<file path="config.mk">
export PLATFORM = sky130hd
export DESIGN_NAME = dmem_arbiter
export DESIGN_NICKNAME = d
export VERILOG_FILES = /design/src/rtl/tinyproc_pkg.sv /design/src/rtl/dmem_ram.sv /design/src/rtl/dmem_arbiter.sv
export SDC_FILE = /design/constraint.sdc
export NUM_CORES = 2
export LEC_CHECK = 0
export ABC_AREA = 1
export CORE_ASPECT_RATIO = 1.75
export CORE_UTILIZATION = 58
export CTS_BUF_LIST = sky130_fd_sc_hd__clkbuf_8
export CTS_CLUSTER_DIAMETER = 100
export DETAILED_ROUTE_END_ITERATION = 8
export GPL_TIMING_DRIVEN = 0
export PLACE_DENSITY = 0.77
export RECOVER_POWER = 50
export SLEW_MARGIN = 20
export SYNTH_ARGS = -nofsm -noshare
export SYNTH_HDL_FRONTEND = slang
export SYNTH_SLANG_ARGS = --single-unit
</file>
<file path="constraint.sdc">
create_clock -name clk -period 4.7 [get_ports clk]
set_input_delay 0.94 -clock clk [delete_from_list [all_inputs] [get_ports clk]]
set_output_delay 0.94 -clock clk [all_outputs]
set_load 0.01 [all_outputs]
</file>
<file path="src/rtl/tinyproc_pkg.sv">
// Shared defaults and types for the tinyproc data-memory path.
package tinyproc_pkg;

  localparam int ADDR_WIDTH_DEF   = 8;
  localparam int DATA_WIDTH_DEF   = 8;
  localparam int STARVE_LIMIT_DEF = 4;
  localparam int STARVE_CNT_W     = 4;

  typedef enum logic [1:0] {
    SEL_NONE = 2'd0,
    SEL_CORE = 2'd1,
    SEL_HOST = 2'd2
  } sel_e;

endpackage

</file>
<file path="src/rtl/dmem_ram.sv">
// Single-port data RAM: synchronous write, registered read, array not reset.
module dmem_ram #(
  parameter int ADDR_WIDTH = 8,
  parameter int DATA_WIDTH = 8
) (
  input  logic                  clk,
  input  logic                  en_i,
  input  logic                  we_i,
  input  logic [ADDR_WIDTH-1:0] addr_i,
  input  logic [DATA_WIDTH-1:0] wdata_i,
  output logic [DATA_WIDTH-1:0] rdata_o
);

  localparam int DEPTH = 2 ** ADDR_WIDTH;

  // Power-up contents are zero; nothing clears the array afterwards.
  logic [DATA_WIDTH-1:0] mem_q [DEPTH] = '{default: '0};
  logic [DATA_WIDTH-1:0] rdata_q;

  always_ff @(posedge clk) begin
    if (en_i) begin
      if (we_i) mem_q[addr_i] <= wdata_i;
      else      rdata_q       <= mem_q[addr_i];
    end
  end

  assign rdata_o = rdata_q;

endmodule

</file>
<file path="src/rtl/dmem_arbiter.sv">
// Core/host arbiter in front of a single-port data RAM, with host starvation override.
module dmem_arbiter
  import tinyproc_pkg::*;
#(
  parameter int ADDR_WIDTH   = ADDR_WIDTH_DEF,
  parameter int DATA_WIDTH   = DATA_WIDTH_DEF,
  parameter int STARVE_LIMIT = STARVE_LIMIT_DEF
) (
  input  logic                  clk,
  input  logic                  reset_n,
  input  logic                  core_req,
  input  logic                  core_we,
  input  logic [ADDR_WIDTH-1:0] core_addr,
  input  logic [DATA_WIDTH-1:0] core_wdata,
  output logic                  core_gnt,
  output logic                  core_rvalid,
  output logic [DATA_WIDTH-1:0] core_rdata,
  input  logic                  host_req,
  input  logic                  host_we,
  input  logic [ADDR_WIDTH-1:0] host_addr,
  input  logic [DATA_WIDTH-1:0] host_wdata,
  output logic                  host_gnt,
  output logic                  host_rvalid,
  output logic [DATA_WIDTH-1:0] host_rdata,
  output logic                  starved
);

  logic [STARVE_CNT_W-1:0] starve_q, starve_d;
  logic                    core_rv_q, host_rv_q;
  logic [DATA_WIDTH-1:0]   core_hold_q, host_hold_q;
  logic                    override;
  sel_e                    sel;
  logic                    ram_we;
  logic [ADDR_WIDTH-1:0]   ram_addr;
  logic [DATA_WIDTH-1:0]   ram_wdata, ram_rdata;

  always_comb begin
    override = reset_n && host_req && (starve_q == STARVE_CNT_W'(STARVE_LIMIT));
    core_gnt = reset_n && core_req && !override;
    host_gnt = reset_n && host_req && !core_gnt;
    starved  = override;
    starve_d = starve_q;
    if (!host_req || host_gnt) starve_d = '0;
    else if (core_gnt)         starve_d = starve_q + 1'b1;
  end

  always_comb begin
    sel       = SEL_NONE;
    ram_we    = 1'b0;
    ram_addr  = core_addr;
    ram_wdata = core_wdata;
    if (core_gnt) begin
      sel    = SEL_CORE;
      ram_we = core_we;
    end else if (host_gnt) begin
      sel       = SEL_HOST;
      ram_we    = host_we;
      ram_addr  = host_addr;
      ram_wdata = host_wdata;
    end
  end

  dmem_ram #(
    .ADDR_WIDTH (ADDR_WIDTH),
    .DATA_WIDTH (DATA_WIDTH)
  ) u_ram (
    .clk     (clk),
    .en_i    (sel != SEL_NONE),
    .we_i    (ram_we),
    .addr_i  (ram_addr),
    .wdata_i (ram_wdata),
    .rdata_o (ram_rdata)
  );

  always_ff @(posedge clk or negedge reset_n) begin
    if (!reset_n) begin
      starve_q    <= '0;
      core_rv_q   <= 1'b0;
      host_rv_q   <= 1'b0;
      core_hold_q <= '0;
      host_hold_q <= '0;
    end else begin
      starve_q  <= starve_d;
      core_rv_q <= core_gnt && !core_we;
      host_rv_q <= host_gnt && !host_we;
      if (core_rv_q) core_hold_q <= ram_rdata;
      if (host_rv_q) host_hold_q <= ram_rdata;
    end
  end

  // The shared RAM read register is steered to whichever side's read it belongs to;
  // each side keeps its own copy so rdata holds between pulses.
  assign core_rvalid = core_rv_q;
  assign host_rvalid = host_rv_q;
  assign core_rdata  = core_rv_q ? ram_rdata : core_hold_q;
  assign host_rdata  = host_rv_q ? ram_rdata : host_hold_q;

endmodule

</file>
Word-level counts from Yosys, hierarchy flattened
Memories as Yosys holds them, arrays and structs flattened. A register that Yosys moved wholly into a read port is not among the register bits.
Cells that the tools add are included.
- memories: 1
- output and inout port bits: 21
- bits in writable memories: 2048
- input port bits: 38
- register bits after elaboration: 22
- logic and storage cells: 40
- bitwise operators: 1
- equal/unequal tests: 1
- add/sub/neg operators: 1
- muxes and demuxes: 15
- reductions and logical operators: 16
- memory list (name ; words ; bits a word ; rd ports ; clocked after Yosys merged registers in ; wr ports ; line ; RTL):
    u_ram.mem_q ; 256 ; 8 ; 1 ; 1 ; 1 ; dmem_ram.sv:17 ; logic [DATA_WIDTH-1:0] mem_q [DEPTH] = '{default: '0};
- operators with widths (operator ; count):
    8-bit 2-to-1 mux ; 6
    4-bit 2-to-1 mux ; 2
    1-bit logical AND ; 7
    1-bit logical NOT ; 5
    1-bit 2-to-1 mux ; 5
    4-bit by 1-bit adder with 4-bit output, second input constant ; 1
    4-bit by 3-bit == test with 1-bit output, second input constant ; 1
    2-bit 2-to-1 mux ; 2
    2-bit nonzero test ; 2
    2-bit AND reduction ; 1
    1-bit logical OR ; 1
    1-bit inverter ; 1

Longest topological paths before layout
- depth in word-level cells: 11
- mapped depth: 22

By module
Synthesis repeated with hierarchy kept, for this count alone.
- cell total of the unflattened synthesis: 8095
- area, all modules: 86095.1 um2
- by module, submodules not included (module ; area an instance (um2) ; seq. area each (um2) ; cells each ; times used):
    dmem_ram ; 84835.1 ; 61739.2 ; 7960 ; 1
    dmem_arbiter ; 1260.0 ; 550.5 ; 135 ; 1

Worst setup path before layout
Ideal clock, no wire load.
- path kind: input-to-reg
- from: in reset_n
- to: mem u_ram.mem_q[0][0] (data pin)
- buffers on the path: 1
- setup slack: -795 ps
- required time: 3878 ps
- setup time: 822 ps
- stages on the path: 5
- arrival time: 4673 ps
- cells stage by stage: nand2_1 -> o21bai_4 -> clkbuf_1 -> nand2_1 -> nand2_1
- word-level cells in the longest chain between the ends: 8
- elaborated cells between the ends (all ways): 9
- RTL lines (item ; line ; RTL):
    start, declared ; dmem_arbiter.sv:10 ; input logic reset_n,
    1-bit logical AND ; dmem_arbiter.sv:38, dmem_arbiter.sv:40 ;
    1-bit logical AND ; dmem_arbiter.sv:38 ; override = reset_n && host_req && (starve_q == STARVE_CNT_W'(STARVE_LIMIT));
    1-bit logical NOT ; dmem_arbiter.sv:39 ; core_gnt = reset_n && core_req && !override;
    1-bit logical AND ; dmem_arbiter.sv:39 ;
    1-bit logical NOT ; dmem_arbiter.sv:40 ; host_gnt = reset_n && host_req && !core_gnt;
    1-bit logical AND ; dmem_arbiter.sv:40 ;
    8-bit 2-to-1 mux ; dmem_arbiter.sv:55 ; end else if (host_gnt) begin
    8-bit 2-to-1 mux * ; dmem_arbiter.sv:52 ; if (core_gnt) begin
    via ram_wdata[0] ; dmem_arbiter.sv:35 ; logic [DATA_WIDTH-1:0] ram_wdata, ram_rdata;
    end, declared ; dmem_ram.sv:17 ;
The timed path passes the listed nets; every way through them passes the cells marked *.

Worst setup path after layout
- from: reg starve_q[0]
- to: reg u_ram.rdata_q[2] (netlist: u_ram.rdata_o[2]) (read register of u_ram.mem_q) (data pin)
- word-level cells in the longest chain between the ends: 10
- elaborated cells between the ends (all ways): 15
- RTL lines (item ; line ; RTL):
    start, declared ; dmem_arbiter.sv:28 ; logic [STARVE_CNT_W-1:0] starve_q, starve_d;
    start signal, assigned ; dmem_arbiter.sv:83 ; starve_q <= starve_d;
    4-bit by 3-bit == test with 1-bit output * ; dmem_arbiter.sv:38 ;
    1-bit logical AND * ; dmem_arbiter.sv:38 ;
    1-bit logical NOT * ; dmem_arbiter.sv:39 ;
    1-bit logical AND * ; dmem_arbiter.sv:39 ;
    1-bit logical NOT ; dmem_arbiter.sv:40 ;
    1-bit logical AND ; dmem_arbiter.sv:40 ;
    2-bit 2-to-1 mux or 1-bit 2-to-1 mux (tied branches) ; dmem_arbiter.sv:55 ;
    2-bit 2-to-1 mux or 1-bit 2-to-1 mux (tied branches) ; dmem_arbiter.sv:52 ;
    2-bit nonzero test or 1-bit inverter (tied branches) ; n/a ;
    2-bit AND reduction (no line) ; n/a ;
    end, declared ; dmem_ram.sv:18 ; logic [DATA_WIDTH-1:0] rdata_q;
Every way passes the cells marked *; elsewhere a longest branch is shown, timed or not.
A chain may end at the register's enable or synchronous reset.

==> run summary <==
The run finished, with violations left. The checks that failed: capacitance limit, slew limit, setup timing. The simple-gate area share of the yosys netlist is 24.74%. The tree is rooted in a sky130_fd_sc_hd__clkbuf_8. The leakage power of the design is 0.03917 uW. The maximum buffer depth of the clock tree came out at 4. The kind of critical path is reg2reg. The clock arrives with 51.74 ps of skew. The startpoint of the most critical setup path is starve_q[0]. The height of the die came out at 513.9 um. Clock tree synthesis found a total of 2,078 sinks. After detailed routing, the number of remaining DRC violations is 0.

In the synthesized netlist the dominant register cell turns out to be sky130_fd_sc_hd__edfxtp_1. The nature of the critical path startpoint is a flop. The clock-pin slew of the registers on the worst-case setup and hold paths is 60 ps. The latest clock arrival within the worst-skew pair is 1020 ps. The last weighted congestion value of the routability-driven placer is 1.043.

The floorplan die area is 151,400 um2. The areal power density over the cells is 396.1 nW/um2. The length in cells of the worst reg-to-reg path came out at 21.

The minimum period implied by the final worst setup slack came out at 4851 ps. The pin count of the biggest net entering global routing came out at 100. Setup slack on the worst reg-to-reg path comes out at -150 ps.

Dividing the detail-routed wire length by the instance count gives 25.14 um. The number of max-slew violations in the final report is 34. Data on the critical path is required at its endpoint by 5580 ps. The dominant combinational cell family by area after synthesis is simple AND/OR/NAND/NOR gates. The row count came out at 187. The synthesis-to-layout area growth came out at 11.40%. The worst slew slack as a fraction of its limit came out at -16.13%. The most frequent cell after synthesis is sky130_fd_sc_hd__nand2_1. The path class of the tightest hold or removal check is reg2reg. TritonCTS built the clock tree.

59 I/O pins were placed. Data arrives at the worst endpoint at 5730 ps. For this run, the number of Yosys warnings is 0. The number of antenna violations at the first check in global routing is 13. Synthesis produced a netlist whose cell count is 8,365. In this run the critical register-to-register path is captured at u_ram.rdata_o[2]. In this run the critical register-to-register path is launched from starve_q[0]. Dividing the synthesized area by the synthesized cell count gives 10.38 um2. The final HPWL from detailed placement is 194,100 um. STA classifies the critical path endpoint as a flop. The total wire length after detailed routing came out at 275,200 um.

The destination of the critical timing path is u_ram.rdata_o[2]. Once detail routing completed, the nets flagged for antenna violations numbered 0. Dividing the detail-routed via count by the number of cells gives 5.666. After synthesis, the share of flip-flops with an asynchronous set or reset is 1.059%. The placed instances occupy a cell area of 90,630 um2. The count of endpoints failing hold in the final timing report came to 0. The post-synthesis adder-cell area fraction is 0.02881%. The number of enable flip-flop cells after synthesis is 2,056.

The synthesized netlist devotes 0.8529% of its cell area to compound gates. The peak fanout along the critical path is 10. The fraction of final layout cells sized beyond drive strength 1 is 9.639%. Of the available clock period, the critical path in the final layout requires 103.2%.

The largest voltage drop on the vdd net came out at 0.3185 mV. The first global-routing pass estimated 388,800 um of wire. The remaining global-route overflow is 0.

The count of endpoints failing setup in the final report came out at 161. For this run, the register share of the synthesized area comes to 71.72%. The number of H-tree branching levels came out at 5. The post-synth design cell area came out at 86,850 um2. The count of routing violations after the opening detailed-route iteration came out at 6,590. The x dimension of the die is 294.5 um. The number of nets at the end of the flow came out at 8,790.

The highest attainable clock frequency is 0.2062 GHz. After synthesis the netlist holds a flip-flop and latch count of 2,078. The combinational share of power came out at 11.3%.

Setup repair after global routing could not meet its margin everywhere. By instance count, the cell type seen most on the critical path is sky130_fd_sc_hd__nand2_1. The mux cell area share after synthesis is 0.2075%. For this run, the slowest stage of the critical path takes 830 ps. The area of the core is 148,600 um2. The share of total power dissipated in the clock network is 34.8%. The count of buffers added on input and output ports is 58. The final critical-path setup slack is -150.5 ps. Counting instances in the post-synthesis netlist gives the leading cell types as sky130_fd_sc_hd__nand2_1 (5,077), sky130_fd_sc_hd__edfxtp_1 (2,056), sky130_fd_sc_hd__nor2_1 (371). Ranked by total cell area, the synthesized netlist is headed by sky130_fd_sc_hd__edfxtp_1 (71%), sky130_fd_sc_hd__nand2_1 (22%), sky130_fd_sc_hd__nor2_1 (1.6%). The post-synthesis xor/xnor area fraction is 0.01008%.

The via count of the first global-routing pass is 60,380. Summed over all instances, the cell type with the most area after synthesis is sky130_fd_sc_hd__edfxtp_1. The net count after synthesis is 8,405.

The total internal power is 28,180 uW. The area of all placed cells without fillers is 96,750 um2. The total number of vias is 62,040. The tool flagged a number of max-cap violations equal to 2.

Clock tree synthesis inserted a total of 302 buffers. The unique cell type count in the Yosys netlist came out at 30. The switching power share of the total is 26.47%. The effective utilization at floorplan came out at 58.46%. The global-route usage over all layers came out at 36.59%. The count of TritonRoute iterations in the first routing pass is 9. The slowest stage of the critical path belongs to the cell sky130_fd_sc_hd__buf_1. The share of Yosys cell area claimed by the top area cell type came out at 71.09%. Traced cell by cell, the critical path runs through inv_1 > ha_1 > nand2_1 > nor2_1 > o21bai_4 > nand2_1 > nand2_1 > buf_4 > inv_2 > buf_2 > buf_1 > nand2_1 > nand2_1 > nand2_1 > nand2_1 > o21ai_1 > nand2_1 > nor2_1 > nor2_1 > nor2_1 > nand2_1.

The total net switching power is 10,140 uW. Per report_power, the sequential group accounts for 53.9% of the total. At the end of the flow the core is filled with cells to 65.12%.

The slew at the pin with the worst max-slew slack is 1742 ps.
[cell families after synthesis]
logic type / Yosys count
AO/OA/AOI/OAI: 142
XOR/XNOR: 1
adder cells (fa/ha/maj): 2
buffers and inverters: 476
flip-flops: 2078
multiplexers: 16
AND/OR/NAND/NOR: 5650
[flip-flops by register name, indices dropped and copies added (netlist names)]
| name | flops |
|---|---|
| u_ram.mem_q | 2048 |
| core_hold_q | 8 |
| host_hold_q | 8 |
| u_ram.rdata_o | 8 |
| starve_q | 4 |
| core_rvalid | 1 |
| host_rvalid | 1 |
[layout make-up]
cell class                      count  area, um2
Multi-Input combinational cell   5811      23310
Antenna cell                       12      30.03
Buffer                            434       2003
Fill cell                       11160      51820
Tap cell                         1984       2482
Clock inverter                    200       1081
Sequential cell                  2078      62290
Inverter                           42      157.7
Clock buffer                      307       4225
Timing Repair Buffer               81       1170
[layout by cell type (no fill, tap or decap), types with 12 or more instances in the layout]
cell                              instances
sky130_fd_sc_hd__inv_1                  111
sky130_fd_sc_hd__clkbuf_2                14
sky130_fd_sc_hd__nand3_1                182
sky130_fd_sc_hd__clkdlybuf4s50_1         57
sky130_fd_sc_hd__nor2_4                  49
sky130_fd_sc_hd__clkbuf_1               151
sky130_fd_sc_hd__nor2_1                 181
sky130_fd_sc_hd__nand2_1               5066
sky130_fd_sc_hd__buf_16                  21
sky130_fd_sc_hd__clkinv_1                72
sky130_fd_sc_hd__mux2_1                  14
sky130_fd_sc_hd__buf_1                   31
sky130_fd_sc_hd__o21ai_1                128
sky130_fd_sc_hd__diode_2                 12
sky130_fd_sc_hd__clkinv_2                35
sky130_fd_sc_hd__dfrtp_1                 22
sky130_fd_sc_hd__nor2_2                 144
sky130_fd_sc_hd__buf_2                  220
sky130_fd_sc_hd__edfxtp_1              2056
sky130_fd_sc_hd__clkbuf_8               307
[repair_timing]
item                       in CTS  in global routing
cloned                          0                  0
hold buffers                    2                  0
setup endpoints to repair    1498               1537
hold endpoints to repair       22                  0
resized for setup             108                167
buffers inserted                0                  0
[worst min path at each step]
stage | startpoint | end | slack (ps) | depth (start not counted)
5_1_grt | reset_n | core_rvalid | 480 | 3
2_1_floorplan | starve_q[0] | starve_q[0] | 510 | 1
6_report | core_hold_q[4] | core_hold_q[4] | 490 | 1
3_3_place_gp | core_hold_q[4] | core_hold_q[4] | 480 | 1
4_1_cts | reset_n | core_rvalid | 420 | 3
3_5_place_dp | host_hold_q[6] | host_hold_q[6] | 490 | 1
[power groups by stage]
stage | Clock, uW | Sequential [uW] | Combinational (uW)
final | 13300 | 20600 | 4350
after global routing | 14000 | 20600 | 4570
after CTS | 13300 | 20600 | 4200
after detailed placement | 0 | 21000 | 4160
after global placement | 0 | 21300 | 3980
after floorplan | 0 | 21100 | 2180
[per-layer routing]
layer	share of wire (%)	vias up	global-route usage [%]
li1	-	28130	-
met1	31	29150	38.28
met2	49	3691	60.66
met3	8.6	1073	6.986
met4	11	4	36.44
met5	0.0094	-	0
[through the flow]
stage	hold WS, ps	power, uW	TNS [ps]	std cells	setup WS (ps)
2_1_floorplan	506.0	23280	0	8365	770.4
3_3_place_gp	483.1	25240	-	10410	-4795
3_5_place_dp	488.2	25210	-2581720	10430	-1700
4_1_cts	424.8	38110	-3559	10940	-61.25
5_1_grt	478.8	39200	-19400	10940	-182.9
6_report	491.3	38330	-5632	10950	-150.5
[critical path, delay by kind of cell, from the launching register on]
kind,cells,cell delay [ps]
buffers and inverters,5,1910
and+or+nand+nor,13,1870
adders and majority gates,1,190
DFF,1,420
AOI/OAI and AO/OA,2,250
No activity file was read; power rests on OpenSTA's default activity.
